### src/rtl/battle_pkg.sv
// Shared definitions for the battle screen.
// Holds the 4-bit phase codes broadcast on the state bus (menu, attack-bar,
// dialogue, mercy and bullet blocks decode these), the sequencer FSM state
// enum, the HP width, and small helpers for code lookup and saturating HP math.
package battle_pkg;

  localparam int HP_W = 8;

  localparam logic [3:0] ST_MENU   = 4'b0000;
  localparam logic [3:0] ST_ATTACK = 4'b0001;
  localparam logic [3:0] ST_ACT    = 4'b0010;
  localparam logic [3:0] ST_TALK   = 4'b0011;
  localparam logic [3:0] ST_MERCY  = 4'b0100;
  localparam logic [3:0] ST_DODGE  = 4'b0101;
  localparam logic [3:0] ST_WIN    = 4'b0110;
  localparam logic [3:0] ST_LOSE   = 4'b0111;
  localparam logic [3:0] ST_IDLE   = 4'b1010;

  typedef enum logic [3:0] {
    S_IDLE   = 4'd0,
    S_GAP    = 4'd1,
    S_MENU   = 4'd2,
    S_ATTACK = 4'd3,
    S_ACT    = 4'd4,
    S_TALK   = 4'd5,
    S_MERCY  = 4'd6,
    S_DODGE  = 4'd7,
    S_WIN    = 4'd8,
    S_LOSE   = 4'd9
  } fsm_e;

  // Bus code shown while the FSM sits in a given state.
  function automatic logic [3:0] phase_code(input fsm_e s);
    logic [3:0] c;
    case (s)
      S_MENU:   c = ST_MENU;
      S_ATTACK: c = ST_ATTACK;
      S_ACT:    c = ST_ACT;
      S_TALK:   c = ST_TALK;
      S_MERCY:  c = ST_MERCY;
      S_DODGE:  c = ST_DODGE;
      S_WIN:    c = ST_WIN;
      S_LOSE:   c = ST_LOSE;
      default:  c = ST_IDLE;
    endcase
    return c;
  endfunction

  // a - b clamped at zero.
  function automatic logic [HP_W-1:0] sat_sub(input logic [HP_W-1:0] a,
                                               input logic [HP_W-1:0] b);
    logic [HP_W-1:0] r;
    if (a > b) begin
      r = a - b;
    end else begin
      r = {HP_W{1'b0}};
    end
    return r;
  endfunction

endpackage

### src/rtl/phase_watchdog.sv
// Per-phase cycle watchdog.
// Counts enabled cycles since the last clear; expire_out is high during the
// cycle whose count equals TIMEOUT-1 (the caller registers it).
// Ports: clk, rst (sync, active-high), clear_in, enable_in, expire_out.
module phase_watchdog #(
  parameter int TIMEOUT = 32500000
) (
  input  logic clk,
  input  logic rst,
  input  logic clear_in,
  input  logic enable_in,
  output logic expire_out
);

  localparam int CW = (TIMEOUT > 1) ? $clog2(TIMEOUT) : 1;

  logic [CW-1:0] cnt_q;
  logic [CW-1:0] cnt_d;
  logic          expire_s;

  // Next count: clear wins, then wrap on expiry, otherwise count while enabled.
  always_comb begin
    expire_s = enable_in && (cnt_q == CW'(TIMEOUT - 1));
    cnt_d    = cnt_q;
    if (clear_in || expire_s) begin
      cnt_d = {CW{1'b0}};
    end else if (enable_in) begin
      cnt_d = cnt_q + {{(CW-1){1'b0}}, 1'b1};
    end else begin
      cnt_d = cnt_q;
    end
  end

  // Counter register.
  always_ff @(posedge clk) begin
    if (rst) begin
      cnt_q <= {CW{1'b0}};
    end else begin
      cnt_q <= cnt_d;
    end
  end

  assign expire_out = expire_s;

endmodule

### src/rtl/battle_sequencer.sv
// Battle screen turn controller.
// Sequences MENU -> chosen action -> DODGE -> MENU, with every phase change
// passing through an IDLE gap so sub-blocks always see a fresh state edge.
// Tracks player/enemy HP, counts turns and guards each action phase with a
// watchdog.
// Ports: clk, rst (sync, active-high); start/finished pulses and their data
// from the sub-blocks; outputs state_out, player_hp_out, enemy_hp_out,
// turn_count_out, timeout_out, game_over_out (all registered).
module battle_sequencer
  import battle_pkg::*;
#(
  parameter int PLAYER_HP     = 20,
  parameter int ENEMY_HP      = 100,
  parameter int HIT_DAMAGE    = 4,
  parameter int PHASE_TIMEOUT = 32500000,
  parameter int GAP_CYCLES    = 2
) (
  input  logic            clk,
  input  logic            rst,
  input  logic            start_in,
  input  logic            menu_finished_in,
  input  logic [3:0]      menu_choice_in,
  input  logic            attack_finished_in,
  input  logic [HP_W-1:0] attack_damage_in,
  input  logic            act_finished_in,
  input  logic            talk_finished_in,
  input  logic            mercy_finished_in,
  input  logic            mercy_spare_in,
  input  logic            dodge_finished_in,
  input  logic            hit_in,
  output logic [3:0]      state_out,
  output logic [HP_W-1:0] player_hp_out,
  output logic [HP_W-1:0] enemy_hp_out,
  output logic [7:0]      turn_count_out,
  output logic            timeout_out,
  output logic            game_over_out
);

  localparam int GW = (GAP_CYCLES > 1) ? $clog2(GAP_CYCLES) : 1;

  fsm_e            fsm_q, fsm_d, next_q, next_d;
  logic [GW-1:0]   gap_q, gap_d;
  logic [3:0]      state_q, state_d;
  logic [HP_W-1:0] php_q, php_d, ehp_q, ehp_d;
  logic [7:0]      turn_q, turn_d;
  logic            timeout_q, timeout_d, over_q, over_d;
  logic            wd_active_s, wd_expire_s;
  logic            leave_s;
  fsm_e            target_s;
  logic [HP_W-1:0] hp_after_s;

  assign wd_active_s = (fsm_q == S_ATTACK) || (fsm_q == S_ACT) || (fsm_q == S_TALK) ||
                       (fsm_q == S_MERCY)  || (fsm_q == S_DODGE);

  // Cleared whenever no action phase is live, so each entry starts from zero.
  phase_watchdog #(.TIMEOUT(PHASE_TIMEOUT)) u_watchdog (
    .clk        (clk),
    .rst        (rst),
    .clear_in   (!wd_active_s),
    .enable_in  (wd_active_s),
    .expire_out (wd_expire_s)
  );

  // Next-state and output computation.
  always_comb begin
    fsm_d      = fsm_q;
    next_d     = next_q;
    gap_d      = gap_q;
    state_d    = state_q;
    php_d      = php_q;
    ehp_d      = ehp_q;
    turn_d     = turn_q;
    over_d     = over_q;
    timeout_d  = wd_expire_s;
    leave_s    = 1'b0;
    target_s   = S_MENU;
    hp_after_s = {HP_W{1'b0}};

    case (fsm_q)
      S_IDLE, S_WIN, S_LOSE: begin
        if (start_in) begin
          php_d   = HP_W'(PLAYER_HP);
          ehp_d   = HP_W'(ENEMY_HP);
          turn_d  = 8'd0;
          over_d  = 1'b0;
          leave_s = 1'b1;
        end else begin
          leave_s = 1'b0;
        end
      end
      S_GAP: begin
        if (gap_q == GW'(GAP_CYCLES - 1)) begin
          fsm_d   = next_q;
          state_d = phase_code(next_q);
          gap_d   = {GW{1'b0}};
          if (next_q == S_DODGE && turn_q != 8'hFF) begin
            turn_d = turn_q + 8'd1;
          end else begin
            turn_d = turn_q;
          end
          if (next_q == S_WIN || next_q == S_LOSE) begin
            over_d = 1'b1;
          end else begin
            over_d = over_q;
          end
        end else begin
          gap_d = gap_q + {{(GW-1){1'b0}}, 1'b1};
        end
      end
      S_MENU: begin
        if (menu_finished_in) begin
          leave_s = 1'b1;
          if (menu_choice_in[3]) begin
            target_s = S_ATTACK;
          end else if (menu_choice_in[2]) begin
            target_s = S_ACT;
          end else if (menu_choice_in[1]) begin
            target_s = S_TALK;
          end else if (menu_choice_in[0]) begin
            target_s = S_MERCY;
          end else begin
            target_s = S_MENU;
          end
        end else begin
          leave_s = 1'b0;
        end
      end
      S_ATTACK: begin
        // A watchdog finish deals no damage; enemy HP is nonzero here, so DODGE.
        if (wd_expire_s) begin
          leave_s  = 1'b1;
          target_s = S_DODGE;
        end else if (attack_finished_in) begin
          hp_after_s = sat_sub(ehp_q, attack_damage_in);
          ehp_d      = hp_after_s;
          leave_s    = 1'b1;
          if (hp_after_s == {HP_W{1'b0}}) begin
            target_s = S_WIN;
          end else begin
            target_s = S_DODGE;
          end
        end else begin
          leave_s = 1'b0;
        end
      end
      S_ACT: begin
        leave_s  = wd_expire_s || act_finished_in;
        target_s = S_DODGE;
      end
      S_TALK: begin
        leave_s  = wd_expire_s || talk_finished_in;
        target_s = S_DODGE;
      end
      S_MERCY: begin
        leave_s = wd_expire_s || mercy_finished_in;
        if (!wd_expire_s && mercy_spare_in) begin
          target_s = S_WIN;
        end else begin
          target_s = S_DODGE;
        end
      end
      S_DODGE: begin
        // Hit is applied before finish so a lethal hit beats a simultaneous finish.
        if (wd_expire_s) begin
          leave_s  = 1'b1;
          target_s = S_MENU;
        end else if (hit_in) begin
          hp_after_s = sat_sub(php_q, HP_W'(HIT_DAMAGE));
          php_d      = hp_after_s;
          if (hp_after_s == {HP_W{1'b0}}) begin
            leave_s  = 1'b1;
            target_s = S_LOSE;
          end else begin
            leave_s  = dodge_finished_in;
            target_s = S_MENU;
          end
        end else begin
          leave_s  = dodge_finished_in;
          target_s = S_MENU;
        end
      end
      default: begin
        fsm_d   = S_IDLE;
        state_d = ST_IDLE;
      end
    endcase

    if (leave_s) begin
      fsm_d   = S_GAP;
      next_d  = target_s;
      gap_d   = {GW{1'b0}};
      state_d = ST_IDLE;
    end else begin
      next_d = next_d;
    end
  end

  // State and registered outputs.
  always_ff @(posedge clk) begin
    if (rst) begin
      fsm_q     <= S_IDLE;
      next_q    <= S_MENU;
      gap_q     <= {GW{1'b0}};
      state_q   <= ST_IDLE;
      php_q     <= HP_W'(PLAYER_HP);
      ehp_q     <= HP_W'(ENEMY_HP);
      turn_q    <= 8'd0;
      timeout_q <= 1'b0;
      over_q    <= 1'b0;
    end else begin
      fsm_q     <= fsm_d;
      next_q    <= next_d;
      gap_q     <= gap_d;
      state_q   <= state_d;
      php_q     <= php_d;
      ehp_q     <= ehp_d;
      turn_q    <= turn_d;
      timeout_q <= timeout_d;
      over_q    <= over_d;
    end
  end

  assign state_out      = state_q;
  assign player_hp_out  = php_q;
  assign enemy_hp_out   = ehp_q;
  assign turn_count_out = turn_q;
  assign timeout_out    = timeout_q;
  assign game_over_out  = over_q;

endmodule

### config.mk
export PLATFORM = sky130hd
export DESIGN_NAME = battle_sequencer
export DESIGN_NICKNAME = d
export VERILOG_FILES = /design/src/rtl/battle_pkg.sv /design/src/rtl/phase_watchdog.sv /design/src/rtl/battle_sequencer.sv
export SDC_FILE = /design/constraint.sdc
export NUM_CORES = 1
export LEC_CHECK = 0
export ABC_CLOCK_PERIOD_IN_PS = 3300
export CORE_ASPECT_RATIO = 1.1
export CORE_MARGIN = 3
export CORE_UTILIZATION = 38
export CTS_CLUSTER_DIAMETER = 60
export DETAILED_ROUTE_END_ITERATION = 8
export SLEW_MARGIN = 20
export SYNTH_ARGS = -nofsm -noshare
export SYNTH_HDL_FRONTEND = slang
export SYNTH_SLANG_ARGS = --single-unit
export TNS_END_PERCENT = 1
### constraint.sdc
create_clock -name clk -period 3.3 [get_ports clk]
set_input_delay 0.495 -clock clk [delete_from_list [all_inputs] [get_ports clk]]
set_output_delay 0.495 -clock clk [all_outputs]
set_load 0.005 [all_outputs]
==> results of run 1 <==
[layer usage]
| layer | vias to the layer above | part of all wire [%] | wire, µm | global-route usage (%) |
|---|---|---|---|---|
| li1 | 1921 | - | - | - |
| met2 | 79 | 45 | 4700 | 28.3 |
| met4 | 0 | 2.1 | 218 | 6.91 |
| met5 | - | 0 | 0 | 0 |
| met3 | 21 | 4.7 | 493 | 3.20 |
| met1 | 1785 | 48 | 5010 | 26.0 |
[flip-flops by register name (all words and copies together), names as in the netlist, named ones only]
name and cells:
enemy_hp_out 8, fsm_q 4, game_over_out 1, gap_q 1, next_q 4, player_hp_out 8
state_out 4, timeout_out 1, turn_count_out 8, u_watchdog.cnt_q 25
[worst max-delay path, delay by kind of cell]
| family | cells | cell delay (ns) |
|---|---|---|
| simple gates | 4 | 1.24 |
| compound gates | 4 | 1.00 |
| buf+inv | 2 | 0.49 |
| fa+ha+maj | 1 | 0.20 |
[power by group]
group          internal (mW)  switching, mW
registers              0.827         0.0113
logic                  0.128          0.118
clock network          0.462          0.326
[per-stage QoR]
| stage | setup TNS [ns] | instances | total power [mW] | hold WS (ns) | util, % |
|---|---|---|---|---|---|
| global placement | -1.01 | 679 | 1.09 | 0.421 | 49.8 |
| CTS | 0 | 695 | 1.88 | 0.454 | 52.4 |
| detailed placement | -1.17 | 679 | 1.09 | 0.434 | 49.8 |
| global route | 0 | 696 | 1.95 | 0.478 | 52.8 |
| finish | 0 | 696 | 1.87 | 0.456 | 52.8 |
| floorplan | 0 | 481 | 0.974 | 0.413 | - |
[area by class of cell]
| class | instances | share of cell area [%] |
|---|---|---|
| repair buffers | 99 | 17.3 |
| flip-flops and latches | 68 | 26.8 |
| clock buffers | 11 | 2.98 |
| multi-input cells | 372 | 46.8 |
| clock inverters | 4 | 1.43 |
| well taps | 117 | 2.88 |
| inverters | 25 | 1.84 |
[cells by family (layout without fill, tap and decap cells)]
family	after synthesis	count (layout)
simple gates	223	223
compound gates	103	103
flops	68	68
buf+inv	41	139
xor+xnor	28	28
fa+ha+maj	13	13
mux	5	5
[final timing paths]
path	end	startpoint	slack, ns	cells after the start
worst min register to register	u_watchdog.cnt_q[0]$_SDFFE_PP0N_	u_watchdog.cnt_q[0]$_SDFFE_PP0N_	0.46	1
worst max-delay path	register	attack_damage_in[2]	0.11	11
worst min-delay path	u_watchdog.cnt_q[0]$_SDFFE_PP0N_	u_watchdog.cnt_q[0]$_SDFFE_PP0N_	0.46	1
worst max register to register	register	player_hp_out[3]$_SDFFE_PP0P_	0.22	10
[synth_stat cells (all sizes together), types with 4 or more instances]
master	number	area share [%]
clkbuf	15	1.5
a21o	4	0.78
ha	12	3.9
nand3	21	2.7
o211ai	6	1.2
xor2	17	3.9
or2	4	0.65
nand2b	9	1.5
nand4	12	2.1
o21ai	21	2.7
and3	10	1.7
dfxtp	68	35
nor3b	4	0.91
inv	25	2.4
nand2	38	3.7
nor2	62	6.0
a21oi	34	4.4
and2	7	1.1
or3	9	1.5
a31oi	6	0.97
nor4	6	1.5
nor2b	5	0.81
nor3	15	1.9
xnor2	11	2.5
[repair_timing]
action / CTS / global route
hold buffers: 0 / 0
resized for setup: 2 / 9
pin swaps: 1 / 10
setup endpoints to repair: 2 / 3
buffers inserted: 1 / 1
==> reports/results.ini, run 1 <==
[timing]
worst_slack_ns = 0.108
max_clock_freq_mhz = 313
finalHoldViolCount = 0
drv_slew = 0
finalCriticalPeriod_ns = 3.19
setup_violations = 0
period_share_pct = 96.7
slew_headroom_pct = 65.1
fin_worst_skew_ns = 0.0105
rsz0062_at_grt = no
worstMarginPinSlew_ns = 0.519

[final_layout]
nets = 611
layout_commonest_cell = dfxtp_1
syn2layout_area_growth_pct = 32.0
fin_area_um2 = 5090
final_cell_mix = dfxtp_1 (68), nor2_1 (62), clkdlybuf4s50_1 (51)
regArea_um2 = 1360
multi_input_area_um2 = 2380
drive_gt1_share_pct = 14.7
filler_cell_count = 926
antenna_cells = 0

[global_route]
grt_pass1_wl_um = 17300
grt_max_degree = 16
grt_use_total_pct = 18.6
antenna_found_initial = 0
grt_pass1_vias = 3583
grt-ovfl-total = 0

[floorplan]
core-area_um2 = 9630
dieArea_um2 = 11400
ios = 53
initial_core_util_pct = 40.0
rows = 37
die_w_um = 102
die-height_um = 112

[clock_tree]
h-tree-depth = 3
cts.clk_slew.worst_paths_ns = 0.08
clk_latency_ns = 0.34
tritoncts = built
cts_buffer_depth = 2
cts_buffers = 9
cts-root-buf = clkbuf_8
clock-sinks = 68

[critical_path]
start_kind = input pin
cpPeakStageDelay_ns = 0.53
crit_path_cell_trace = clkdlybuf4s50_1 > inv_1 > ha_1 > or2_2 > o2111a_1 > a211oi_2 > and3_1 > a21oi_2 > o41a_1 > or4_4 > and2_4
critPathArrivalTime_ns = 3.43
path_max_fanout = 3
worstSetupPathType = in -> reg
cp.required_ns = 3.54
crit_slowest_cell = or4_4
worstSetupEndpointType = register

[drt]
drcViolationCount = 0
drt-pass1-iter-count = 4
vias_per_cell = 5.47
wl_um = 10400
vias = 3806
post_drt_wl_per_cell_um = 15.0
ant_nets = 0
drtIter0Drc = 244

[logic_synthesis]
synth_area_um2 = 3850
async_flop_share_pct = 0
ys.flop_type = dfxtp_1
yosysWarnings = 0
ys_types = 69
ys_ff_latch = 68
syn_inst = 481
synthMuxAreaShare_pct = 1.36
synth_top_family_by_area = simple AND/OR/NAND/NOR gates
synth_edf_count = 0
yosysSeqAreaShare_pct = 35.3
avgSynthCellArea_um2 = 8.01
synth_xor_area_share_pct = 6.36
yosys.area_share.simple_pct = 31.2
syn_nets = 517
synth-adder-area-share_pct = 4.41
synth_compound_area_share_pct = 17.3

[placement]
hpwl_um = 7850
portBuffers = 52
place_ws_ns = -0.411
place_area_um2 = 4800
gp_congestion = 0.848

[pwr]
p_leak_nw = 1.93
peakVddDrop_mv = 0.293
p_per_area_nw_per_um2 = 368

[status]
status = completed

[hold_path]
hold_class = reg -> reg

[run]
drv_cap = 0

(Power assumes the default switching activity.)
==> inputs of run 2 (changes only) <==
- SYNTH_HIERARCHICAL: not set -> 1
==> run 2 against run 1 <==
  * The flow now finishes with violations (negative setup slack)
  * Cell count is 7.6% higher
  * Sequential share of layout area is 1.9 points lower
  * Flip-flop and latch count stayed put
  * Non-clock buffer count is 27 higher
  * Critical path depth is 2 higher
  * Utilization is 1.9 points higher
  * Largest power group unchanged
  * Wire length is 6.5% higher
  * Global-route usage is 1.1 points higher
  * Combinational power is 5% lower
  * Register-to-register slack worse by 0.19 ns
  * Largest cell class unchanged
  * Worst hold slack worse by 0.0024 ns
==> reports/results.ini, run 2 <==
[status]
status = complete, but fails checks
violations = negative setup slack

[critical_path]
critPathArrivalTime_ns = 3.58  ; +0.15 ns
reg2reg_from = enemy_hp_out[0]$_SDFFE_PP0P_
worstSetupEndpointType = register
worstSetupPathType = in -> reg
cp.required_ns = 3.54  ; about the same
start_kind = input pin
rrSetupSlack_ns = 0.03  ; -0.19 ns
path_max_fanout = 3  ; unchanged
r2r_cells = 13  ; +3
crit_path_start = attack_damage_in[2]

[timing]
worst_slack_ns = -0.0435  ; -0.152 ns
worstMarginPinSlew_ns = 0.613  ; +0.0938 ns
finalHoldViolCount = 0  ; unchanged
fin_worst_skew_ns = 0.0135  ; +0.00305 ns
max_clock_freq_mhz = 299  ; -4.5%
drv_slew = 0  ; unchanged
finalCriticalPeriod_ns = 3.34  ; +0.152 ns
setup_violations = 2  ; +2
slew_headroom_pct = 58.6  ; -6.5 points
period_share_pct = 101  ; +4.6 points
rsz0062_at_grt = yes

[floorplan]
dieArea_um2 = 11700  ; +2.6%
ios = 53  ; unchanged
die_w_um = 103  ; +1.3%
die-height_um = 113  ; +1.3%
rows = 38  ; +2.7%
core-area_um2 = 10000  ; +4.2%
initial_core_util_pct = 39.5  ; -0.56 points

[placement]
place_area_um2 = 5060  ; +5.6%
hpwl_um = 8300  ; +5.7%
portBuffers = 52  ; unchanged
gp_congestion = 0.863  ; +1.8%
dp.cells = 724  ; +6.6%

[logic_synthesis]
ys.flop_type = dfxtp_1
yosysWarnings = 6  ; +6
synth_top_area_share_pct = 34.4  ; -0.94 points
synth_edf_count = 0  ; unchanged
synth_top_family_by_area = simple AND/OR/NAND/NOR gates
synth_compound_area_share_pct = 21.9  ; +4.6 points
synth_most_common_cell = dfxtp_1
synthMuxAreaShare_pct = 0.790  ; -0.57 points
ys_top_cells_by_area = dfxtp_1 (34%), nor2_1 (4.9%), a21oi_1 (4.7%)
synth_area_um2 = 3960  ; +2.7%
avgSynthCellArea_um2 = 8.20  ; +2.3%
synthTopCellsByCount = dfxtp_1 (68), nor2_1 (52), a21oi_1 (37)
synth_top_area_cell = dfxtp_1
syn_inst = 483  ; +0.42%
yosysSeqAreaShare_pct = 34.4  ; -0.94 points
async_flop_share_pct = 0  ; unchanged
syn_nets = 519  ; +0.39%
ys_ff_latch = 68  ; unchanged
ys_types = 75  ; +8.7%
synth-adder-area-share_pct = 4.30  ; -0.12 points
yosys.area_share.simple_pct = 29.8  ; -1.5 points
synth_xor_area_share_pct = 4.42  ; -1.9 points

[final_layout]
largest_register = u_watchdog/cnt_q
antenna_cells = 0  ; unchanged
fin_util_pct = 54.8  ; +1.9 points
final_cells = 749  ; +7.6%
largest_register_ffs = 25  ; unchanged
layout_commonest_cell = buf_4
fin_area_um2 = 5490  ; +8.0%
syn2layout_area_growth_pct = 38.7
drive_gt1_share_pct = 23.0  ; +8.3 points
final_cell_mix = buf_4 (71), dfxtp_1 (65), nor2_1 (51)
nets = 640  ; +4.7%

[hold_path]
worstHoldPathCells = 2  ; +1
hp-start = state_out[0]$_SDFFE_PP0P_
holdPathEnd = state_out[0]$_SDFFE_PP0P_
hold_class = reg -> reg

[drt]
vias = 4066  ; +6.8%
vias_per_cell = 5.43  ; -0.73%
drcViolationCount = 0  ; unchanged
drt-pass1-iter-count = 4  ; unchanged
ant_nets = 0  ; unchanged
drtIter0Drc = 179  ; -27%
post_drt_wl_per_cell_um = 14.8  ; -1.0%
wl_um = 11100  ; +6.5%

[clock_tree]
cts-root-buf = clkbuf_8
cts_hold_buf = 0  ; unchanged
clock-sinks = 68  ; unchanged
clk_latency_ns = 0.35  ; about the same
cts_buffers = 9  ; unchanged
tritoncts = built
cts_buffer_depth = 2  ; unchanged
cts.clk_slew.worst_paths_ns = 0.07  ; about the same
h-tree-depth = 3  ; unchanged

[global_route]
grt_use_total_pct = 19.6  ; +1.1 points
grt-ovfl-total = 0  ; unchanged
grt_max_degree = 17  ; +1
grt_pass1_wl_um = 18300  ; +6.0%
grt_pass1_vias = 3868  ; +8.0%
antenna_found_initial = 0  ; unchanged

[pwr]
p_leak_nw = 2.01  ; +3.9%
power.total_mw = 1.81  ; -3.5%
p_per_area_nw_per_um2 = 329  ; -11%
peakVddDrop_mv = 0.200  ; -32%

[run]
drv_cap = 0  ; unchanged

-- run 2: stage by stage --
step	setup TNS [ns]	hold WS (ns)	setup slack, ns
finish	-0.0489	0.454	-0.0435
global route	-0.115	0.483	-0.0589
CTS	0	0.455	0.00144
detailed placement	-2.44	0.443	-0.539
global placement	-1.67	0.447	-0.423
floorplan	0	0.433	0.0141
-- run 2: repair_timing --
action | in CTS | in global routing
setup endpoints to repair | 3 | 4
gates resized for setup | 23 | 14
setup buffers | 5 | 4
pin swaps | 17 | 21
-- run 2: where the power goes --
group / leakage [nW] / switching (mW) / internal, mW
combinational: 1.35 / 0.116 / 0.117
sequential: 0.550 / 0.00440 / 0.824
clock: 0.112 / 0.314 / 0.430
total: 2.01 / 0.435 / 1.37
-- run 2: final cells by class --
class / instances / area [µm²]
Inverter: 26 / 100
Clock inverter: 3 / 42.5
Multi-Input combinational cell: 373 / 2550
Tap cell: 140 / 175
Sequential cell: 68 / 1370
Fill cell: 979 / 4540
Clock buffer: 13 / 179
Timing Repair Buffer: 126 / 1080
-- run 2: routing by layer --
metal | global-route usage, % | routed length, µm | vias up
met4 | 10.4 | 374 | 0
met2 | 29.8 | 5090 | 101
li1 | - | - | 2016
met1 | 26.4 | 5190 | 1923
met5 | 0 | 0 | -
met3 | 3.33 | 459 | 26
-- run 2: cell families (layout without fill, tap and decap cells) --
logic type,Yosys count,in the layout
DFF,68,68
and+or+nand+nor,214,214
muxes,3,3
AOI/OAI and AO/OA,123,123
xor gates and xnor gates,20,20
buffers and inverters,42,168
adders and majority gates,13,13
-- run 2: critical path, stage by stage --
cell,delay (ns)
clkdlybuf4s50_1,0.45
inv_1,0.06
ha_4,0.28
a211oi_4,0.07
or2_1,0.26
buf_4,0.15
a211o_1,0.24
or4_4,0.58
buf_6,0.15
o21ai_2,0.13
a41oi_2,0.14
or3_4,0.44
and2_4,0.15
-- run 2: worst max-delay path by stage --
| stage | endpoint | slack [ns] |
|---|---|---|
| 2_1_floorplan | register | 0.01 |
| 3_3_place_gp | register | -0.42 |
| 3_5_place_dp | register | -0.54 |
| 4_1_cts | register | 0.001 |
| 5_1_grt | register | -0.06 |
| 6_report | register | -0.04 |
==> inputs of run 3 (changes only) <==
- CELL_PAD_IN_SITES_DETAIL_PLACEMENT: not set -> 1
- CELL_PAD_IN_SITES_GLOBAL_PLACEMENT: not set -> 1
- PLACE_DENSITY_LB_ADDON: not set -> 0.1
==> run 3 against run 2 <==
  * Final area down 1.5%
  * Register-to-register slack better by 0.06 ns
  * Wire length up 12%
  * Largest power group unchanged
  * Total power down 6.3%
  * Count of clock-buffer cells in the layout down 1
  * Clock power down 15%
  * The run now ends clean
  * Sequential share of layout area up 0.35 points
  * Critical path type unchanged
  * Critical path depth down 1
  * Sequential power about the same
==> reports/results.ini, run 3 (synthesized netlist as in run 2, its figures left out) <==
[status]
status = completed

[placement]
gp_congestion = 0.841  ; -2.6%
dp.cells = 717  ; -0.97%
hpwl_um = 9360  ; +13%
portBuffers = 52  ; unchanged

[timing]
max_clock_freq_mhz = 307  ; +2.7%
period_share_pct = 98.6  ; -2.7 points
finalCriticalPeriod_ns = 3.25  ; -0.0894 ns
rsz0062_at_grt = yes
drv_slew = 0  ; unchanged
setup_violations = 0  ; -2
worstMarginPinSlew_ns = 0.519  ; -0.0935 ns
timing.hold.ws_ns = 0.475  ; +0.0207 ns
fin_setup_tns_ns = 0  ; +0.0489 ns
finalHoldViolCount = 0  ; unchanged
fin_worst_skew_ns = 0.0127  ; -0.000805 ns
slew_headroom_pct = 65.4  ; +6.8 points

[final_layout]
final_cells = 743  ; -0.80%
antenna_cells = 0  ; unchanged
drive_gt1_share_pct = 22.6  ; -0.43 points
layout_commonest_cell = dfxtp_1
fin_util_pct = 53.9  ; -0.81 points
largest_register_ffs = 25  ; unchanged
nets = 634  ; -0.94%
syn2layout_area_growth_pct = 36.7
largest_register = u_watchdog/cnt_q
final_cell_mix = dfxtp_1 (66), buf_4 (65), nor2_1 (50), clkdlybuf4s50_1 (50), a21oi_1 (37)

[pwr]
p_per_area_nw_per_um2 = 313  ; -4.9%
p_leak_nw = 1.96  ; -2.2%
peakVddDrop_mv = 0.215  ; +7.3%
power.total_mw = 1.69  ; -6.3%

[drt]
wl_um = 12400  ; +12%
post_drt_wl_per_cell_um = 16.7  ; +13%
drcViolationCount = 0  ; unchanged
ant_nets = 0  ; unchanged
vias = 4052  ; -0.34%
vias_per_cell = 5.45  ; +0.46%
drt-pass1-iter-count = 4  ; unchanged
drtIter0Drc = 169  ; -5.6%

[clock_tree]
cts-root-buf = clkbuf_8
clock-sinks = 68  ; unchanged
cts_buffers = 9  ; unchanged
clk_latency_ns = 0.35  ; about the same
h-tree-depth = 3  ; unchanged
cts.clk_slew.worst_paths_ns = 0.08  ; about the same
tritoncts = built
cts_buffer_depth = 2  ; unchanged

[critical_path]
cp.required_ns = 3.56  ; +0.02 ns
critPathArrivalTime_ns = 3.51  ; -0.07 ns
start_kind = input pin
worstSetupEndpointType = register
path_max_fanout = 3  ; unchanged
worstSetupPathType = in -> reg

[floorplan]
initial_core_util_pct = 39.5  ; unchanged
die-height_um = 113  ; unchanged
dieArea_um2 = 11700  ; unchanged
die_w_um = 103  ; unchanged
rows = 38  ; unchanged
core-area_um2 = 10000  ; unchanged
ios = 53  ; unchanged

[global_route]
grt_use_total_pct = 21.8  ; +2.2 points
grt-ovfl-total = 0  ; unchanged
antenna_found_initial = 0  ; unchanged
grt_max_degree = 18  ; +1
grt_pass1_vias = 4131  ; +6.8%
grt_pass1_wl_um = 20200  ; +10%

[run]
drv_cap = 0  ; unchanged

[hold_path]
hold_class = reg -> reg

-- run 3: changes by cell type in the layout (fill, tap and decap cells not counted), sizes merged --
cell,change
buf,-6
clkinv,+3
clkbuf,-1
bufinv,-1
clkinvlp,-1
-- run 3: cell type report --
type	count	area [µm²]
flip-flops and latches	68	1360
inverters	26	97.6
clock buffers	12	155
repair buffers	120	1040
multi-input cells	373	2560
fillers	1200	4620
clock inverters	4	23.8
well taps	140	175
-- run 3: stage by stage --
step	worst slack [ns]	area, µm²
floorplan	0.0141	3960
global placement	-0.470	5010
detailed placement	-0.590	5010
CTS	-0.0539	5320
global route	-0.0282	5410
finish	0.0459	5410
-- run 3: worst max-delay path, stage by stage --
cell and delay [ns]:
clkdlybuf4s50_1 0.47, inv_2 0.05, ha_4 0.25, and3b_1 0.18, a211oi_2 0.33, o311ai_2 0.18
or4_4 0.61, buf_6 0.15, o21ai_2 0.13, a22oi_2 0.10, or3_4 0.42, and2_4 0.15
-- run 3: worst paths after layout --
kind | endpoint | depth (start not counted) | startpoint | slack (ns)
setup / recovery | register | 12 | attack_damage_in[6] | 0.05
hold / removal | state_out[2]$_SDFFE_PP0P_ | 2 | state_out[2]$_SDFFE_PP0P_ | 0.47
setup reg to reg | register | 13 | enemy_hp_out[0]$_SDFFE_PP0P_ | 0.09
hold reg to reg | state_out[2]$_SDFFE_PP0P_ | 2 | state_out[2]$_SDFFE_PP0P_ | 0.47
-- run 3: power breakdown --
part	internal, mW	switching (mW)
registers	0.824	0.00438
logic	0.111	0.120
clock network	0.312	0.321
total	1.25	0.446
-- run 3: per-layer routing --
metal / wire (µm) / global-route usage [%]
met1: 5440 / 27.3
met2: 6460 / 37.1
met3: 294 / 3.82
met4: 234 / 7.94
met5: 0 / 0
-- run 3: repair_timing --
item                                   in CTS  in global routing
endpoints found under the hold margin       0                  0
pin swaps                                  13                 18
resized for setup                          23                 17
setup endpoints to repair                   6                  6
buffers inserted                            9                  1
hold buffers                                0                  0
